[src/rtl/sync_width_fifo.sv]
// Synchronous FIFO whose write and read ports may differ in width.
// Storage is a ring of narrow slots; wide words occupy consecutive slots, LSB slice first.
module sync_width_fifo #(
  parameter int unsigned DATAINWIDTH     = 8,
  parameter int unsigned DATAOUTWIDTH    = 32,
  parameter int unsigned MEMORYSIZE      = 1024,
  parameter int unsigned READMODE        = 0,
  parameter int unsigned PROGFULLTHRESH  = MEMORYSIZE / DATAINWIDTH - 8,
  parameter int unsigned PROGEMPTYTHRESH = 2
) (
  input  logic                                          clkIn,
  input  logic                                          rstIn,
  input  logic [DATAINWIDTH-1:0]                        fifoDataIn,
  input  logic                                          fifoWriteEn,
  input  logic                                          fifoReadEn,
  output logic [DATAOUTWIDTH-1:0]                       fifoDataOut,
  output logic                                          fifoDataOutValid,
  output logic                                          fifoRstDone,
  output logic                                          fifoEmpty,
  output logic                                          fifoFull,
  output logic                                          fifoProgEmpty,
  output logic                                          fifoProgFull,
  output logic                                          fifoOverflow,
  output logic                                          fifoUnderflow,
  output logic [$clog2(MEMORYSIZE/DATAOUTWIDTH):0]      fifoDataCount
);

  localparam int unsigned MIN_W  = (DATAINWIDTH < DATAOUTWIDTH) ? DATAINWIDTH : DATAOUTWIDTH;
  localparam int unsigned RIN    = DATAINWIDTH / MIN_W;
  localparam int unsigned ROUT   = DATAOUTWIDTH / MIN_W;
  localparam int unsigned SLOTS  = MEMORYSIZE / MIN_W;
  localparam int unsigned PTR_W  = $clog2(SLOTS);
  localparam int unsigned CNT_W  = PTR_W + 1;
  localparam int unsigned DCNT_W = $clog2(MEMORYSIZE / DATAOUTWIDTH) + 1;

  logic [MIN_W-1:0]        mem_q [SLOTS];
  logic [PTR_W-1:0]        wr_ptr_q, wr_ptr_d, rd_ptr_q, rd_ptr_d;
  logic [CNT_W-1:0]        used_q, used_d;
  logic [DCNT_W-1:0]       dcnt_q, dcnt_d;
  logic                    empty_q, empty_d, full_q, full_d;
  logic                    pempty_q, pempty_d, pfull_q, pfull_d;
  logic                    ovf_q, ovf_d, unf_q, unf_d;
  logic                    valid_q, valid_d;
  logic [DATAOUTWIDTH-1:0] dout_q, dout_d;
  logic [1:0]              rst_cnt_q, rst_cnt_d;
  logic                    rst_done_q, rst_done_d;
  logic                    wr_acc, rd_acc;
  logic [DATAOUTWIDTH-1:0] head_word;

  // Assemble the oldest output word from ROUT consecutive slots.
  always_comb begin
    head_word = '0;
    for (int unsigned k = 0; k < ROUT; k++) begin
      head_word[k*MIN_W +: MIN_W] = mem_q[PTR_W'(rd_ptr_q + PTR_W'(k))];
    end
  end

  always_comb begin
    wr_acc     = fifoWriteEn && !full_q && rst_done_q;
    rd_acc     = fifoReadEn && !empty_q && rst_done_q;
    wr_ptr_d   = wr_ptr_q;
    rd_ptr_d   = rd_ptr_q;
    used_d     = used_q;
    dout_d     = dout_q;
    valid_d    = rd_acc;
    ovf_d      = fifoWriteEn && full_q && rst_done_q;
    unf_d      = fifoReadEn && empty_q && rst_done_q;
    rst_cnt_d  = (rst_cnt_q == 2'd2) ? rst_cnt_q : rst_cnt_q + 2'd1;
    rst_done_d = rst_done_q || (rst_cnt_q == 2'd1);

    // Slot depth is a multiple of RIN and ROUT, so a word never straddles the wrap.
    if (wr_acc) begin
      wr_ptr_d = (wr_ptr_q == PTR_W'(SLOTS - RIN)) ? '0 : wr_ptr_q + PTR_W'(RIN);
      used_d   = used_d + CNT_W'(RIN);
    end
    if (rd_acc) begin
      rd_ptr_d = (rd_ptr_q == PTR_W'(SLOTS - ROUT)) ? '0 : rd_ptr_q + PTR_W'(ROUT);
      used_d   = used_d - CNT_W'(ROUT);
      dout_d   = head_word;
    end

    full_d   = (CNT_W'(SLOTS) - used_d) < CNT_W'(RIN);
    empty_d  = used_d < CNT_W'(ROUT);
    dcnt_d   = DCNT_W'(used_d / CNT_W'(ROUT));
    pfull_d  = 32'(used_d) >= PROGFULLTHRESH * RIN;
    pempty_d = 32'(dcnt_d) <= PROGEMPTYTHRESH;
  end

  always_ff @(posedge clkIn) begin
    if (rstIn) begin
      wr_ptr_q   <= '0;
      rd_ptr_q   <= '0;
      used_q     <= '0;
      dcnt_q     <= '0;
      empty_q    <= 1'b1;
      full_q     <= 1'b0;
      pempty_q   <= 1'b1;
      pfull_q    <= 1'b0;
      ovf_q      <= 1'b0;
      unf_q      <= 1'b0;
      valid_q    <= 1'b0;
      dout_q     <= '0;
      rst_cnt_q  <= '0;
      rst_done_q <= 1'b0;
    end else begin
      wr_ptr_q   <= wr_ptr_d;
      rd_ptr_q   <= rd_ptr_d;
      used_q     <= used_d;
      dcnt_q     <= dcnt_d;
      empty_q    <= empty_d;
      full_q     <= full_d;
      pempty_q   <= pempty_d;
      pfull_q    <= pfull_d;
      ovf_q      <= ovf_d;
      unf_q      <= unf_d;
      valid_q    <= valid_d;
      dout_q     <= dout_d;
      rst_cnt_q  <= rst_cnt_d;
      rst_done_q <= rst_done_d;
    end
  end

  // Slot storage carries no reset; pointers alone define what is valid.
  always_ff @(posedge clkIn) begin
    if (wr_acc) begin
      for (int unsigned k = 0; k < RIN; k++) begin
        mem_q[PTR_W'(wr_ptr_q + PTR_W'(k))] <= fifoDataIn[k*MIN_W +: MIN_W];
      end
    end
  end

  assign fifoDataOutValid = (READMODE == 1) ? !empty_q : valid_q;
  assign fifoDataOut      = (READMODE == 1) ? (empty_q ? '0 : head_word) : dout_q;
  assign fifoRstDone      = rst_done_q;
  assign fifoEmpty        = empty_q;
  assign fifoFull         = full_q;
  assign fifoProgEmpty    = pempty_q;
  assign fifoProgFull     = pfull_q;
  assign fifoOverflow     = ovf_q;
  assign fifoUnderflow    = unf_q;
  assign fifoDataCount    = dcnt_q;

endmodule

[config.mk]
export PLATFORM = sky130hd
export DESIGN_NAME = sync_width_fifo
export DESIGN_NICKNAME = d
export VERILOG_FILES = /design/src/rtl/sync_width_fifo.sv
export SDC_FILE = /design/constraint.sdc
export NUM_CORES = 1
export LEC_CHECK = 0
export CAP_MARGIN = 20
export CORE_MARGIN = 2
export CORE_UTILIZATION = 40
export DETAILED_ROUTE_END_ITERATION = 7
export HOLD_SLACK_MARGIN = 0.02
export PLACE_DENSITY = 0.6
export SLEW_MARGIN = 20
export SYNTH_ARGS = -nofsm -noshare
export SYNTH_HDL_FRONTEND = slang
export SYNTH_SLANG_ARGS = --single-unit
[constraint.sdc]
create_clock -name clkIn -period 6.08 [get_ports clkIn]
set_input_delay 1.216 -clock clkIn [delete_from_list [all_inputs] [get_ports clkIn]]
set_output_delay 1.216 -clock clkIn [all_outputs]
set_load 0.02 [all_outputs]
Word level (Yosys, flattened, before mapping)
Memories as Yosys holds them, arrays and structs flattened. A register that Yosys moved wholly into a read port is not among the register bits.
Index checks and enable logic that the tools add are counted.
{ "totals": {"register_bits": 38, "ramBits": 1024, "memories": 1, "output_inout_bits": 46, "elab_cells": 48, "in_bits": 12} }
{ "mem_list": {"columns": ["memory", "words", "width", "rd", "rd_ports_with_merged_regs", "write_ports", "line", "source"], "rows": [
  ["mem_q", 128, 8, 4, 4, 1, "36", "logic [MIN_W-1:0] mem_q [SLOTS];"]
]} }
{ "op_classes": {"mux": 6, "magnitude_cmp": 4, "reduce_logical": 11, "add_sub_neg": 9, "eq_ne": 4} }
{ "op_table": {"columns": ["cell", "count"], "rows": [
  ["$mux W8", 2],
  ["$add A7 B1 Y7 const B", 2],
  ["$add A7 B2 Y7 const B", 2],
  ["$eq A7 B7 Y1 const B", 2],
  ["$mux W7", 2],
  ["$add A8 B1 Y8 const B", 1],
  ["$ge A8 B7 Y1 const B", 1],
  ["$logic_and A1 B1 Y1", 8],
  ["$lt A8 B1 Y1 const B", 1],
  ["$lt A8 B3 Y1 const B", 1],
  ["$sub A8 B3 Y8 const B", 1],
  ["$sub A8 B8 Y8 const A", 1],
  ["$add A7 B3 Y7 const B", 1],
  ["$le A6 B2 Y1 const B", 1],
  ["$add A2 B1 Y2 const B", 1],
  ["$eq A2 B1 Y1 const B", 1],
  ["$eq A2 B2 Y1 const B", 1],
  ["$logic_not A1 Y1", 2],
  ["$mux W1", 2],
  ["$logic_or A1 B1 Y1", 1]
]} }

Logic depth before layout (Yosys ltp)
Gate-level depths: netlist of the first run.
{ "depth": {"word_depth": 8, "ltp_mapped": 12, "ltp_nobuf": 10} }

Worst setup path after synthesis of the first run
No wires, ideal clock.
{ "synth_path": {"kind": "input -> register", "startpoint": "input port fifoWriteEn", "endpoint": "memory mem_q[31][0] (netlist bit) (enable)", "setup_time_ns": 0.395, "path_stages": 6, "arrival_time_ns": 2.860, "t_required_ns": 5.685, "slack_ns": 2.825, "path_cell_list": "and3b_1 > buf_2 > and2_1 > buf_2 > nand3_1 > nor4_1"} }
{ "synth_via": {"elab_chain_cells": 4} }
{ "synth_lines": {"columns": ["element", "line", "source"], "rows": [
  ["from (decl)", "14", "input logic fifoWriteEn,"],
  ["$logic_and A1 B1 Y1 (2 in series)", "59", "wr_acc = fifoWriteEn && !full_q && rst_done_q;"],
  ["$mux W1", "125", "if (wr_acc) begin"],
  ["$mux W1 (implied by the code)", "127", "mem_q[PTR_W'(wr_ptr_q + PTR_W'(k))] <= fifoDataIn[k*MIN_W +: MIN_W];"],
  ["to (decl)", "36", null]
]} }
No other way between the ends.

Worst setup path in the final report of the first run
{ "layout_path": {"startpoint": "input port fifoWriteEn", "endpoint": "memory mem_q[83][1] (netlist bit) (enable)"} }
The elaborated chain is that of the path after synthesis.

==> impl_metrics.env, run 1 <==
export IMPL_ios=58
export IMPL_hold_viol_final=0
export IMPL_synth_distinct_cells=47
export IMPL_drtAntennaViolNets=0
export IMPL_dp_hpwl_mm=60.0
export IMPL_tritoncts="done"
export IMPL_maxCapViolCount=0
export IMPL_status="complete, no violations"
export IMPL_netlist_area_sq_um=41900
export IMPL_cts_buffers_inserted=106
export IMPL_drt_total_wl_mm=99.0
export IMPL_antenna_found_initial=6
export IMPL_route_detailed_drc=0
export IMPL_cpPeakStageDelay_ns=0.96
export IMPL_place_inst=3334
export IMPL_tightest_slew_ns=1.10
export IMPL_cts_sinks=1086
export IMPL_n_antenna_cell=0
export IMPL_cp_start_kind="input port"
export IMPL_clockRootBuffer="clkbuf_16"
export IMPL_seqPwrFrac_pct=53.7
export IMPL_cts_buffer_depth=3
export IMPL_max_vdd_ir_drop_v=0.000225
export IMPL_drtIter0Drc=2706
export IMPL_place_gp_congestion=0.820
export IMPL_crit_chain="clkdlybuf4s50_1 > nand3b_1 > buf_4 > nor2_1 > nand3_1 > nor2_1"
export IMPL_die_w_um=328
export IMPL_h_tree_depth=3
export IMPL_synth_seq_cells=1086
export IMPL_relSlewSlack_pct=26.7
export IMPL_grt_pass1_wl_mm=145
export IMPL_rsz0062_at_grt="no"
export IMPL_min_path_type="flop to flop"
export IMPL_wire_per_inst_um=28.0
export IMPL_critPathMostFrequentCell="nor2_1"
export IMPL_cp_data_arrival_time_ns=4.20
export IMPL_grt_overflow_total=0
export IMPL_synth_flop_cell="edfxtp_1"
export IMPL_comb_power_share_pct=1.8
export IMPL_setup_slack_ns=2.18
export IMPL_end_kind="flop"
export IMPL_cts_resized=0
export IMPL_via_per_inst=5.65
export IMPL_min_period_over_period_pct=64.2
export IMPL_maxSlewViolCount=0
export IMPL_fp_row_count=118
export IMPL_path_clk_slew_ns=0.06
export IMPL_drive_above_1_share_pct=24.7
export IMPL_critPathBufInv=2
export IMPL_critical_path_required_ns=6.37
export IMPL_place_ws_ns=1.51
export IMPL_yosysWarnings=0
export IMPL_netSwitchingPower_w=0.00307
export IMPL_grt_max_degree=109
export IMPL_cp_max_fo=15
export IMPL_p_int_w=0.0122
export IMPL_power_density_nw_per_um2=321
export IMPL_synth_edf_count=1024
export IMPL_fin_skew_ns=0.0368
export IMPL_die_h_um=328
export IMPL_setup_violations=0
export IMPL_port_buffers=57
export IMPL_drtPass1Iterations=6
export IMPL_path_class="input port to flop"
export IMPL_power_leakage_nw=14.2
export IMPL_clkLatencyLatePin_ns=0.70
export IMPL_async_flop_share_pct=0
export IMPL_nNetsFinal=2084
export IMPL_power_frac_clock_pct=44.5
export IMPL_period_needed_ns=3.90
export IMPL_holdBufCountCts=0
export IMPL_grt_usage_pct=18.5
export IMPL_cpLargestDelayFamily="simple AND/OR/NAND/NOR gates"
export IMPL_initial_core_util_pct=40.4
export IMPL_final_cells=3535
export IMPL_areaGrowthSynthToFinish_pct=13.6
export IMPL_syn_instance_count=1988
export IMPL_grt_pass1_vias=20400
export IMPL_synth_nets=2007
export IMPL_core_sq_um=104000
export IMPL_sw_frac_of_total_pct=20.1
export IMPL_seq_area_frac_synth_pct=76.4
export IMPL_setup_tns_ns=0
export IMPL_critPathSlowestCell="nor2_1"
export IMPL_cts_setup_buffers=0
export IMPL_dr_total_vias=20000
export IMPL_dieArea_sq_um=107000
export IMPL_fmax_ghz=0.256
export IMPL_syn_avg_cell_area_sq_um=21.1
kinds of logic (layout without fill, tap and decap cells):
logic type / count (synthesis) / count (layout) / synth area share (%)
buffers and inverters: 125 / 292 / 1.53
XOR/XNOR: 20 / 20 / 0.418
AND/OR/NAND/NOR: 311 / 311 / 3.25
multiplexers: 331 / 331 / 16.6
flip-flops: 1086 / 1086 / 76.4
AO/OA/AOI/OAI: 108 / 108 / 1.68
adder cells (fa/ha/maj): 7 / 7 / 0.209
flip-flops by register name (all words and copies together) (netlist names):
| register | flops |
|---|---|
| wr_ptr_q | 7 |
| fifoUnderflow | 1 |
| fifoEmpty | 1 |
| used_q | 8 |
| fifoDataOutValid | 1 |
| fifoProgFull | 1 |
| fifoProgEmpty | 1 |
| fifoOverflow | 1 |
| rd_ptr_q | 5 |
| rst_cnt_q | 2 |
| fifoFull | 1 |
| mem_q | 1024 |
| fifoRstDone | 1 |
| fifoDataOut | 32 |
routing by layer:
metal	up-vias	share of wire (%)	GRT usage (%)
met2	917	47	28.4
met3	140	8.1	3.66
met1	10600	43	26.9
met5	-	0	0
met4	0	2.7	5.73
li1	8346	-	-
cell usage after synthesis (all sizes together), types with 7 or more instances:
cell,instances,area share (%)
nand3,12,0.14
mux2,20,0.54
ha,7,0.21
nor2b,20,0.30
nor2,154,1.4
mux4,288,15
edfxtp,1024,73
xor2,14,0.29
o22ai,32,0.48
nand2,83,0.74
clkbuf,47,0.42
mux2i,23,0.55
dfxtp,62,3.0
buf,74,1.1
o21ai,25,0.30
a211oi,23,0.41
o31ai,10,0.18
power by group through the flow:
stage	Sequential, W	Combinational [W]	Clock, W
4_1_cts	0.00821	0.000272	0.00693
3_3_place_gp	0.00837	0.000265	0
3_5_place_dp	0.00837	0.000274	0
6_report	0.00821	0.000272	0.00681
2_1_floorplan	0.00837	0.0000832	0
5_1_grt	0.00821	0.000296	0.00721
placed cells by master (no fill, tap or decap), drive strengths merged, types with 5 or more instances in the layout:
| cell type | n |
|---|---|
| inv | 12 |
| ha | 7 |
| nor3 | 6 |
| mux4 | 288 |
| nor2 | 154 |
| nor2b | 20 |
| a211oi | 23 |
| o31ai | 10 |
| xnor2 | 6 |
| clkdlybuf4s50 | 49 |
| mux2i | 23 |
| o22ai | 32 |
| edfxtp | 1024 |
| buf | 41 |
| nand4 | 6 |
| mux2 | 20 |
| nand3 | 12 |
| clkinvlp | 12 |
| clkinv | 32 |
| nand2 | 83 |
| bufinv | 15 |
| dfxtp | 62 |
| clkbuf | 131 |
| xor2 | 14 |
| a21oi | 5 |
| o21ai | 25 |
layout make-up:
cell class	count	area, sq um
clock inverters	67	807
repair buffers	90	913
clock buffers	131	2840
multi-input cells	777	9280
fillers	8463	56100
inverters	4	15.0
flip-flops and latches	1086	32000
well taps	1380	1730
final timing paths:
kind	startpoint	endpoint	slack, ns	depth (start not counted)
max	fifoWriteEn	mem_q[83][1]$_DFFE_PP_	2.18	6
min	fifoDataOut[8]$_SDFFE_PP0P_	fifoDataOut[8]$_SDFFE_PP0P_	0.44	2
max reg2reg	fifoRstDone$_SDFF_PP0_	mem_q[83][1]$_DFFE_PP_	2.70	5
min reg2reg	fifoDataOut[8]$_SDFFE_PP0P_	fifoDataOut[8]$_SDFFE_PP0P_	0.44	2
worst min-delay path: stages (launching register included):
cell     delay, ns
dfxtp_1       0.31
nand2_1       0.05
nand2_1       0.04
metrics by stage:
step / power (W) / hold WS [ns] / area [sq um] / utilization, %
CTS: 0.0154 / 0.443 / 47500 / 45.8
floorplan: 0.00845 / 0.467 / 41900 / -
global placement: 0.00864 / 0.433 / 43900 / 42.3
global route: 0.0157 / 0.467 / 47600 / 45.9
detailed placement: 0.00865 / 0.433 / 43900 / 42.3
finish: 0.0153 / 0.439 / 47600 / 45.9
Note: power is estimated with default switching activity, not from simulation.
==> inputs of run 2 (changes only) <==
clock period = 3.6 ns   (was 6.08 ns; I/O delays follow)
==> run 2 against run 1 <==
Setup slack got worse by 1.3 ns. Design area increased by 2.9%. Routed wire length decreased by 1.6%. Clock skew decreased by 0.0073 ns. Highest routed layer unchanged. Global-route usage decreased by 0.22 points. Count of clock-buffer cells in the layout increased by 3. Die area unchanged. Sequential cell count unchanged. Power increased by 67%.
==> impl_metrics.env, run 2 (same netlist as run 1, synthesis figures left out) <==
export IMPL_grt_pass1_wl_mm=145
export IMPL_hold_slack_ns=0.444
export IMPL_dieArea_sq_um=107000
export IMPL_mostFrequentLayoutCells="edfxtp_1, mux4_2, buf_4"
export IMPL_place_gp_congestion=0.812
export IMPL_wire_per_inst_um=26.2
export IMPL_cts_resized=0
export IMPL_min_from="fifoDataOut[31]$_SDFFE_PP0P_"
export IMPL_rsz0062_at_grt="no"
export IMPL_grt_overflow_total=0
export IMPL_h_tree_depth=3
export IMPL_cts_setup_buffers=0
export IMPL_drive_above_1_share_pct=30.4
export IMPL_initial_core_util_pct=40.4
export IMPL_ios=58
export IMPL_core_sq_um=104000
export IMPL_fillers=8510
export IMPL_drtPass1Iterations=7
export IMPL_largest_register="mem_q"
export IMPL_cts_buffers_inserted=108
export IMPL_dr_total_vias=20300
export IMPL_areaGrowthSynthToFinish_pct=16.9
export IMPL_via_per_inst=5.45
export IMPL_die_w_um=328
export IMPL_relSlewSlack_pct=30.8
export IMPL_min_to="fifoDataOut[31]$_SDFFE_PP0P_"
export IMPL_critical_path_required_ns=4.16
export IMPL_cp_start_kind="flop"
export IMPL_grt_usage_pct=18.3
export IMPL_setup_violations=0
export IMPL_fmax_ghz=0.369
export IMPL_n_antenna_cell=0
export IMPL_reg2reg_depth=6
export IMPL_status="complete, no violations"
export IMPL_fin_util_pct=47.3
export IMPL_min_path_type="flop to flop"
export IMPL_die_h_um=328
export IMPL_min_period_over_period_pct=75.2
export IMPL_fp_row_count=118
export IMPL_port_buffers=57
export IMPL_maxSlewViolCount=0
export IMPL_holdBufCountCts=0
export IMPL_clockRootBuffer="clkbuf_16"
export IMPL_path_clk_slew_ns=0.06
export IMPL_rr_startpoint="rd_ptr_q[6]$_SDFFE_PP0P_"
export IMPL_final_common_cell="edfxtp_1"
export IMPL_nNetsFinal=2268
export IMPL_max_vdd_ir_drop_v=0.000342
export IMPL_fin_skew_ns=0.0295
export IMPL_grt_pass1_vias=21100
export IMPL_min_path_cells=2
export IMPL_cp_max_fo=21
export IMPL_route_detailed_drc=0
export IMPL_drt_total_wl_mm=97.4
export IMPL_power_leakage_nw=15.2
export IMPL_reg2reg_to="fifoDataOut[9]$_SDFFE_PP0P_"
export IMPL_drtIter0Drc=2341
export IMPL_hold_viol_final=0
export IMPL_power_density_nw_per_um2=521
export IMPL_grt_max_degree=129
export IMPL_cts_sinks=1086
export IMPL_drtAntennaViolNets=0
export IMPL_maxCapViolCount=0
export IMPL_cts_buffer_depth=3
export IMPL_dp_hpwl_mm=60.5
export IMPL_cp_data_arrival_time_ns=3.27
export IMPL_tritoncts="done"
export IMPL_path_class="flop to flop"
export IMPL_largest_reg_flops=1024
export IMPL_antenna_found_initial=0
export IMPL_period_needed_ns=2.71
export IMPL_r2r_setup_slack_ns=0.89
export IMPL_clkLatencyLatePin_ns=0.69
export IMPL_end_kind="flop"
export IMPL_setup_tns_ns=0
export IMPL_tightest_slew_ns=1.04
==> run 2: cell count changes in the layout (fill, tap and decap cells not counted), moves of 5 or more <==
cell | previous run | this run
buf_12 | 6 | 19
clkbuf_8 | 5 | 10
clkinvlp_4 | 12 | 1
clkinv_1 | 9 | 19
buf_4 | 33 | 204
bufinv_16 | 15 | 9
==> run 2: power by group <==
group,total [W],internal (W),leakage (nW),switching [W]
Sequential,0.0139,0.0138,9.70,0.0000368
Clock,0.0112,0.00645,1.76,0.00473
Combinational,0.000453,0.000116,3.74,0.000337
==> run 2: area by class of cell <==
class	instances	area [sq um]	share of cell area [%]
Timing Repair Buffer	272	2400	4.90
Multi-Input combinational cell	777	9280	18.9
Clock buffer	134	2940	6.01
Clock inverter	68	612	1.25
Sequential cell	1086	32000	65.3
Inverter	4	15.0	0.0307
Tap cell	1380	1730	3.53
==> run 2: per-stage QoR <==
step / cells / total power, W / cell area (sq um) / setup WS [ns]
2_1_floorplan: 1988 / 0.0143 / 41900 / 0.841
3_3_place_gp: 3519 / 0.0146 / 45400 / 0.403
3_5_place_dp: 3519 / 0.0146 / 45400 / 0.387
4_1_cts: 3721 / 0.0257 / 49000 / 0.873
5_1_grt: 3721 / 0.0262 / 49000 / 0.748
6_report: 3721 / 0.0255 / 49000 / 0.892
==> run 2: metal layers <==
layer	share of wire, %	track usage [%]	wire length (um)	up-vias
li1	-	-	-	8703
met1	44	26.0	42600	10800
met2	49	29.7	47400	631
met3	5.6	2.63	5430	133
met4	2.0	4.90	1950	0
met5	0	0	0	-
==> run 2: worst max-delay path by stage <==
| stage | startpoint | to | slack [ns] | cells after the start |
|---|---|---|---|---|
| 4_1_cts | rd_ptr_q[6]$_SDFFE_PP0P_ | fifoDataOut[10]$_SDFFE_PP0P_ | 0.87 | 6 |
| 3_5_place_dp | fifoWriteEn | fifoProgFull$_SDFF_PP0_ | 0.39 | 11 |
| 3_3_place_gp | fifoWriteEn | fifoProgFull$_SDFF_PP0_ | 0.40 | 10 |
| 5_1_grt | rd_ptr_q[6]$_SDFFE_PP0P_ | fifoDataOut[10]$_SDFFE_PP0P_ | 0.75 | 6 |
| 2_1_floorplan | fifoWriteEn | mem_q[31][0]$_DFFE_PP_ | 0.84 | 6 |
| 6_report | rd_ptr_q[6]$_SDFFE_PP0P_ | fifoDataOut[9]$_SDFFE_PP0P_ | 0.89 | 6 |
==> run 2: worst max-delay path, stage by stage, from the launching register on <==
cell	delay, ns
dfxtp_2	0.74
nand3b_1	0.72
buf_4	0.40
o22ai_1	0.39
a211oi_1	0.11
o21ai_1	0.15
nand2_1	0.07
